===== src/rtl/mem_arbiter.sv =====
// Arbitrates an instruction-fetch port and a data port onto one single-port RAM with a fixed
// read latency. One transaction at a time: grant, one-cycle RAM access, wait, one-cycle response.
module mem_arbiter #(
    parameter int unsigned LATENCY = 2
) (
    input  logic        clk,
    input  logic        rst,
    input  logic        i_req,
    input  logic [31:0] i_addr,
    output logic        i_ready,
    output logic [31:0] i_rdata,
    input  logic        d_read,
    input  logic        d_write,
    input  logic [31:0] d_addr,
    input  logic [31:0] d_wdata,
    output logic        d_ready,
    output logic [31:0] d_rdata,
    output logic [31:0] ram_addr,
    output logic [31:0] ram_wdata,
    output logic        ram_ren,
    output logic        ram_wen,
    input  logic [31:0] ram_rdata,
    output logic        busy
);

    typedef enum logic [1:0] {StIdle, StAccess, StWait, StResp} state_e;

    localparam logic [2:0] CntLoad = 3'(LATENCY - 1);

    state_e      state_q, state_d;
    logic [2:0]  cnt_q, cnt_d;
    logic        last_grant_q, last_grant_d;  // 1: data port was granted last
    logic        sel_data_q, sel_data_d;
    logic        store_q, store_d;
    logic [31:0] ram_addr_q, ram_addr_d;
    logic [31:0] ram_wdata_q, ram_wdata_d;
    logic        ram_ren_q, ram_ren_d;
    logic        ram_wen_q, ram_wen_d;
    logic        i_ready_q, i_ready_d;
    logic        d_ready_q, d_ready_d;
    logic [31:0] i_rdata_q, i_rdata_d;
    logic [31:0] d_rdata_q, d_rdata_d;
    logic        busy_q, busy_d;

    logic data_req;
    logic pick_data;
    logic pick_store;

    assign data_req   = d_read | d_write;
    assign pick_data  = data_req & (~i_req | ~last_grant_q);
    // A simultaneous read and write is a store.
    assign pick_store = pick_data & d_write;

    always_comb begin
        state_d      = state_q;
        cnt_d        = cnt_q;
        last_grant_d = last_grant_q;
        sel_data_d   = sel_data_q;
        store_d      = store_q;
        ram_addr_d   = '0;
        ram_wdata_d  = '0;
        ram_ren_d    = 1'b0;
        ram_wen_d    = 1'b0;
        i_ready_d    = 1'b0;
        d_ready_d    = 1'b0;
        i_rdata_d    = i_rdata_q;
        d_rdata_d    = d_rdata_q;
        unique case (state_q)
            StIdle: begin
                if (i_req || data_req) begin
                    state_d      = StAccess;
                    sel_data_d   = pick_data;
                    store_d      = pick_store;
                    last_grant_d = pick_data;
                    ram_addr_d   = pick_data ? d_addr : i_addr;
                    ram_wdata_d  = pick_store ? d_wdata : '0;
                    ram_ren_d    = ~pick_store;
                    ram_wen_d    = pick_store;
                end
            end
            StAccess: begin
                state_d = StWait;
                cnt_d   = CntLoad;
            end
            StWait: begin
                if (cnt_q == 3'd0) begin
                    state_d = StResp;
                    if (sel_data_q) begin
                        d_ready_d = 1'b1;
                        if (!store_q) d_rdata_d = ram_rdata;
                    end else begin
                        i_ready_d = 1'b1;
                        i_rdata_d = ram_rdata;
                    end
                end else begin
                    cnt_d = cnt_q - 3'd1;
                end
            end
            StResp: state_d = StIdle;
            default: state_d = StIdle;
        endcase
        busy_d = (state_d != StIdle);
    end

    always_ff @(posedge clk or posedge rst) begin
        if (rst) begin
            state_q      <= StIdle;
            cnt_q        <= 3'd0;
            last_grant_q <= 1'b1;
            sel_data_q   <= 1'b0;
            store_q      <= 1'b0;
            ram_addr_q   <= '0;
            ram_wdata_q  <= '0;
            ram_ren_q    <= 1'b0;
            ram_wen_q    <= 1'b0;
            i_ready_q    <= 1'b0;
            d_ready_q    <= 1'b0;
            i_rdata_q    <= '0;
            d_rdata_q    <= '0;
            busy_q       <= 1'b0;
        end else begin
            state_q      <= state_d;
            cnt_q        <= cnt_d;
            last_grant_q <= last_grant_d;
            sel_data_q   <= sel_data_d;
            store_q      <= store_d;
            ram_addr_q   <= ram_addr_d;
            ram_wdata_q  <= ram_wdata_d;
            ram_ren_q    <= ram_ren_d;
            ram_wen_q    <= ram_wen_d;
            i_ready_q    <= i_ready_d;
            d_ready_q    <= d_ready_d;
            i_rdata_q    <= i_rdata_d;
            d_rdata_q    <= d_rdata_d;
            busy_q       <= busy_d;
        end
    end

    assign ram_addr  = ram_addr_q;
    assign ram_wdata = ram_wdata_q;
    assign ram_ren   = ram_ren_q;
    assign ram_wen   = ram_wen_q;
    assign i_ready   = i_ready_q;
    assign d_ready   = d_ready_q;
    assign i_rdata   = i_rdata_q;
    assign d_rdata   = d_rdata_q;
    assign busy      = busy_q;

endmodule


===== config.mk =====
export PLATFORM = sky130hd
export DESIGN_NAME = mem_arbiter
export DESIGN_NICKNAME = d
export VERILOG_FILES = /design/src/rtl/mem_arbiter.sv
export SDC_FILE = /design/constraint.sdc
export NUM_CORES = 1
export LEC_CHECK = 0
export ABC_AREA = 0
export ABC_CLOCK_PERIOD_IN_PS = 6000
export CORE_ASPECT_RATIO = 1.75
export CORE_MARGIN = 5
export CORE_UTILIZATION = 35
export DETAILED_ROUTE_END_ITERATION = 10
export PLACE_DENSITY = 0.81
export SETUP_SLACK_MARGIN = 0.4
export SLEW_MARGIN = 20
export SYNTH_ARGS = -nofsm -noshare
export SYNTH_HDL_FRONTEND = slang
export SYNTH_SLANG_ARGS = --single-unit

===== constraint.sdc =====
create_clock -name clk -period 6 [get_ports clk]
set_input_delay 1.2 -clock clk [delete_from_list [all_inputs] [get_ports clk]]
set_output_delay 1.2 -clock clk [all_outputs]
set_load 0.1 [all_outputs]

==> results of run 1 <==
cell usage in the layout, fill, tap and decap left out, types with 2 or more instances in the layout:
master | Yosys | final
ha_1 | 5 | 5
inv_1 | 6 | 5
and2_1 | 32 | 32
o21ai_0 | 3 | 3
bufinv_16 | 0 | 3
clkbuf_1 | 11 | 2
a21o_1 | 2 | 2
nand2_1 | 66 | 66
clkinvlp_4 | 0 | 3
buf_4 | 0 | 4
inv_6 | 0 | 4
and3_1 | 2 | 2
clkbuf_16 | 0 | 17
clkdlybuf4s50_1 | 0 | 265
dfrtp_1 | 140 | 140
mux2_2 | 60 | 60
clkinv_4 | 0 | 2
a22o_1 | 2 | 2
mux2_1 | 4 | 4
a21oi_1 | 33 | 33
worst register-to-register path, delay by kind of cell, from the launching register on:
family,cells,cell delay [ns]
adder cells (fa/ha/maj),1,0.31
buffers and inverters,1,0.10
flip-flops,1,0.40
multiplexers,1,0.44
AND/OR/NAND/NOR,2,0.97
layout make-up:
class	count	area, um^2
tap	183	229
timing repair buffer	270	2700
clock inverter	12	161
multi-input combinational	223	1620
inverter	6	27.5
sequential	141	3530
clock buffer	20	447
fill	1177	6130
worst paths after layout:
kind	endpoint	slack [ns]	depth (start not counted)
hold reg to reg	d_rdata[31]	0.48	1
setup / recovery	i_rdata[24]	2.88	1
hold / removal	d_rdata[31]	0.48	1
min in group asynchronous	ram_wdata[5]	1.37	2
max in group asynchronous	ram_addr[26]	3.50	3
setup reg to reg	i_rdata[8]	3.66	5
routing by layer:
| metal | vias to the layer above | global-route usage [%] | wire (um) |
|---|---|---|---|
| li1 | 1849 | - | - |
| met1 | 1935 | 17.1 | 4960 |
| met2 | 177 | 29.9 | 7900 |
| met3 | 22 | 6.10 | 1360 |
| met4 | 0 | 6.51 | 322 |
| met5 | - | 0 | 0 |
flip-flops by register name (all words and copies together) (netlist names):
register,cells
busy,1
cnt_q,3
d_rdata,32
d_ready,1
i_rdata,32
i_ready,1
last_grant_q,1
ram_addr,32
ram_ren,1
ram_wdata,32
ram_wen,1
sel_data_q,1
state_q,2
store_q,1
cell usage after synthesis (2+ instances only):
master    instances  area share (%)
a21o_1            2            0.29
a21oi_1          33             3.1
a22o_1            2            0.33
and2_1           32             3.8
and3_1            2            0.24
buf_2             2            0.19
buf_6             6             1.3
clkbuf_1         11            0.79
dfrtp_1         140              67
ha_1              5             1.2
inv_1             6            0.43
mux2_1            4            0.86
mux2_2           60              13
nand2_1          66             4.7
o21ai_0           3            0.29
cell families (layout without fill, tap and decap cells):
kind of cell,Yosys count,in the layout,share of synthesized area (%)
AOI/OAI and AO/OA,45,45,4.95
adders and majority gates,5,5,1.19
muxes,65,65,13.9
buffers and inverters,26,308,2.76
and+or+nand+nor,108,108,10.0
DFF,141,141,67.2
metrics by stage:
stage                     std cells  hold WS (ns)  area, um^2
after detailed placement        822         0.477        8090
after CTS                       854         0.490        8690
after global placement          822         0.462        8070
after global routing            855         0.513        8710
final                           855         0.483        8710
after floorplan                 390         0.450        5260
==> summary.txt, run 1 <==
Status
  • Status: finished, final reports clean

Critical path
  • Worst reg2reg path startpoint: state_q[0]
  • CP max-delay cell: clkdlybuf4s50_1
  • Crit path kind: reg -> out
  • CP endpoint kind: output port
  • Ordered list of cells on the worst path: clkdlybuf4s50_1
  • CP arrival: 1.92 ns
  • CP startpoint: i_rdata[24]
  • CP peak stage delay: 1.14 ns
  • CP Buf/Inv Count: 1
  • Startpoint types: flop
  • CP max FO: 2
  • CP delay by family, top: buffers and inverters
  • Worst Path Required: 4.80 ns

Routing
  • Number of vias per cell: 4.66
  • Router iterations before antenna repair: 4
  • Post-DRT Antenna Nets: 0
  • Via count: 3,983
  • # DRC: 0
  • DRT iter0 DRCs: 88
  • WL/cell: 17.0 um
  • Routed wire length: 14,500 um

Yosys
  • EDFF count, synth: 0
  • Synth Cell Area: 0.00526 mm^2
  • Synth Net Count: 528
  • Synthesized instance count: 390
  • Synthesized area per cell: 13.5 um^2
  • Sequential-to-total area share from yosys stat: 67.2%
  • Dominant synthesized flop cell: dfrtp_1
  • Synth cell types: 31
  • Yosys reg bits: 141
  • Async SR Flop Fraction: 100%
  • Yosys warns: 0

Floorplan
  • Chip height: 172 um
  • Core Region: 0.0148 mm^2
  • Row count: 59
  • Io pins: 266
  • Full die area: 0.0177 mm^2
  • Die W: 103 um
  • Initial Util: 35.4%

GRT
  • Vias in the first global route: 4,439
  • Overall Global Routing Usage: 16.6%
  • Initial antenna violation count: 0
  • First-pass GRT wire length: 22,600 um
  • Grt total ovfl: 0
  • Largest net degree at the start of global routing: 99

STA
  • Hold Violations, Final: 0
  • Setup TNS: 0 ns
  • RSZ-0062 raised after global routing: no
  • Clock skew: 0.00774 ns
  • Final setup margin: 2.88 ns
  • Final worst-path cycle share: 51.9%
  • F_max: 0.321 GHz
  • Worst Tran Pin Value: 1.04 ns
  • Rel. slew slack: 30.2%
  • Setup Viol. Count Final: 0
  • Max-slew violations: 0
  • Fin crit period: 3.12 ns

Finish
  • Nets: 797
  • Layout Utilization: 58.7%
  • Layout cells sized above 1: 15.3%
  • Ant diodes: 0
  • Area Overhead vs Synth: 65.7%

Hold path
  • Hold path startpoint: d_rdata[31]
  • Hold Crit Class: reg -> reg

Place
  • I/O Buffers: 265
  • HPWL Detailed: 10,900 um
  • Worst slack at placement: 2.89 ns
  • GP Congestion: 0.782

CTS
  • CTS root buf: clkbuf_16
  • Clock-pin slew on the worst setup and hold paths: 0.06 ns
  • # hold bufs at CTS: 0
  • CTS tree: built
  • CTS Sinks: 141
  • H-tree Lvls: 4
  • Postcts setup bufs: 0
  • Clock Latency Late Sink: 0.40 ns
  • Num CTS Buffers: 17
  • PostCTS Resize Cnt: 0
  • Clock Path Buffers: 2

Run
  • Max-Cap Viols: 0
Power of run 1 is not shown: default switching activity piles up to over one toggle a cycle in this logic, so the estimate is an artifact.
==> inputs of run 2 (changes only) <==
ABC_CLOCK_PERIOD_IN_PS = 2900   (was 6000)
clock period = 2.9 ns   (was 6 ns; I/O delays follow)
==> run 2 against run 1 <==
Hold slack improved by 0.0062 ns. Register-to-register slack got worse by 2.9 ns. Wire length down 1.1%. Core utilization decreased by 2.4 points. Critical endpoint is now d_rdata[8]. Non-clock buffer count up 1. Critical path type is now reg -> reg. Critical path depth increased by 5. Flip-flop and latch count did not move. Die area stayed put. Final cell count did not move. Cell area shrank 4.1%. Sequential share of layout area is 1.7 points higher.
==> summary.txt, run 2 (synthesis results as in run 1) <==
Finish
  • Filler cells: 1,228 (+4.3%)
  • Ant diodes: 0 (unchanged)
  • Fin cells: 855 (unchanged)
  • Layout Utilization: 56.3% (-2.4 points)
  • Leading cell type in the layout, fill and taps excluded: dfrtp_1
  • Area Overhead vs Synth: 58.9%
  • Most frequent cells in the layout: dfrtp_1, buf_4, clkdlybuf4s50_1, nand2_1, mux2_2
  • Layout cells sized above 1: 35.3% (+20 points)
  • Nets: 798 (+0.13%)

STA
  • Setup TNS: 0 ns (unchanged)
  • Worst Tran Pin Value: 0.888 ns (-0.156 ns)
  • Fin crit period: 2.11 ns
  • Rel. slew slack: 40.8% (+11 points)
  • Final worst-path cycle share: 72.7%
  • Final setup margin: 0.791 ns (-2.09 ns)
  • RSZ-0062 raised after global routing: no
  • Hold Violations, Final: 0 (unchanged)
  • F_max: 0.474 GHz
  • Clock skew: 0.0102 ns (+0.00244 ns)
  • Max-slew violations: 0 (unchanged)
  • Setup Viol. Count Final: 0 (unchanged)

Critical path
  • End of the critical path: d_rdata[8]
  • Crit path kind: reg -> reg
  • CP arrival: 2.39 ns (+0.47 ns)
  • CP endpoint kind: flop
  • Startpoint types: flop
  • CP startpoint: state_q[0]
  • CP max FO: 32 (+30)
  • Register-to-Register Path Depth: 6 (+1)
  • Worst Path Required: 3.19 ns (-1.61 ns)
  • Worst reg2reg path endpoint: d_rdata[8]
  • Worst reg2reg path startpoint: state_q[0]
  • R2r setup slk: 0.79 ns (-2.87 ns)

GRT
  • Vias in the first global route: 4,415 (-0.54%)
  • Initial antenna violation count: 0 (unchanged)
  • Overall Global Routing Usage: 16.2% (-0.39 points)
  • Grt total ovfl: 0 (unchanged)
  • Largest net degree at the start of global routing: 78 (-21%)
  • First-pass GRT wire length: 22,000 um (-2.5%)

Run
  • Max-Cap Viols: 0 (unchanged)

CTS
  • H-tree Lvls: 4 (unchanged)
  • Num CTS Buffers: 17 (unchanged)
  • Postcts setup bufs: 0 (unchanged)
  • Clock Latency Late Sink: 0.40 ns (about the same)
  • PostCTS Resize Cnt: 0 (unchanged)
  • Clock Path Buffers: 2 (unchanged)
  • CTS Sinks: 141 (unchanged)
  • CTS root buf: clkbuf_16
  • # hold bufs at CTS: 0 (unchanged)
  • CTS tree: built
  • Clock-pin slew on the worst setup and hold paths: 0.06 ns (about the same)

Floorplan
  • Die W: 103 um (unchanged)
  • Full die area: 0.0177 mm^2 (unchanged)
  • Row count: 59 (unchanged)
  • Chip height: 172 um (unchanged)
  • Io pins: 266 (unchanged)
  • Initial Util: 35.4% (unchanged)
  • Core Region: 0.0148 mm^2 (unchanged)

Routing
  • Via count: 3,963 (-0.50%)
  • Post-DRT Antenna Nets: 0 (unchanged)
  • # DRC: 0 (unchanged)
  • Router iterations before antenna repair: 4 (unchanged)
  • Routed wire length: 14,400 um (-1.1%)
  • DRT iter0 DRCs: 82 (-6.8%)
  • WL/cell: 16.8 um (-1.1%)
  • Number of vias per cell: 4.64 (-0.50%)

Hold path
  • Hold Crit Class: reg -> reg

Place
  • I/O Buffers: 265 (unchanged)
  • Placed Cells: 824 (+0.24%)
  • GP Congestion: 0.751 (-3.9%)
  • Worst slack at placement: 0.524 ns (-2.36 ns)
  • HPWL Detailed: 11,200 um (+2.2%)

Status
  • Status: finished, final reports clean
run 2: through the flow:
stage | cell area [um^2] | hold WS [ns]
floorplan | 5260 | 0.450
global placement | 7780 | 0.459
detailed placement | 7790 | 0.481
CTS | 8350 | 0.494
global route | 8350 | 0.511
finish | 8350 | 0.489
run 2: layout make-up:
type / count / area (um^2) / share of cell area (%)
inverters: 6 / 26.3 / 0.315
repair buffers: 271 / 2390 / 28.6
clock inverters: 12 / 114 / 1.36
clock buffers: 19 / 443 / 5.30
flip-flops and latches: 141 / 3530 / 42.3
multi-input cells: 223 / 1620 / 19.4
well taps: 183 / 229 / 2.74
run 2: critical path, cell delays in order (launching register included):
cell      delay (ns)
dfrtp_1         0.39
inv_1           0.09
ha_1            0.31
nand3b_2        0.19
nor3b_4         0.19
buf_4           0.40
mux2_2          0.39
run 2: per-layer routing:
metal	track usage [%]	vias to the layer above	routed length [um]
li1	-	1836	-
met1	15.5	1914	4650
met2	30.1	188	7950
met3	6.78	25	1420
met4	6.00	0	354
met5	0	-	0
run 2: worst min path at each step:
stage / from / endpoint / slack, ns / cells after the start
global route: d_rdata[31] / d_rdata[31] / 0.51 / 1
floorplan: cnt_q[1] / cnt_q[1] / 0.45 / 1
finish: d_rdata[31] / d_rdata[31] / 0.49 / 1
global placement: cnt_q[1] / cnt_q[1] / 0.46 / 1
CTS: d_rdata[31] / d_rdata[31] / 0.49 / 1
detailed placement: d_rdata[31] / d_rdata[31] / 0.48 / 1
Power of run 2 is left out for the same reason.
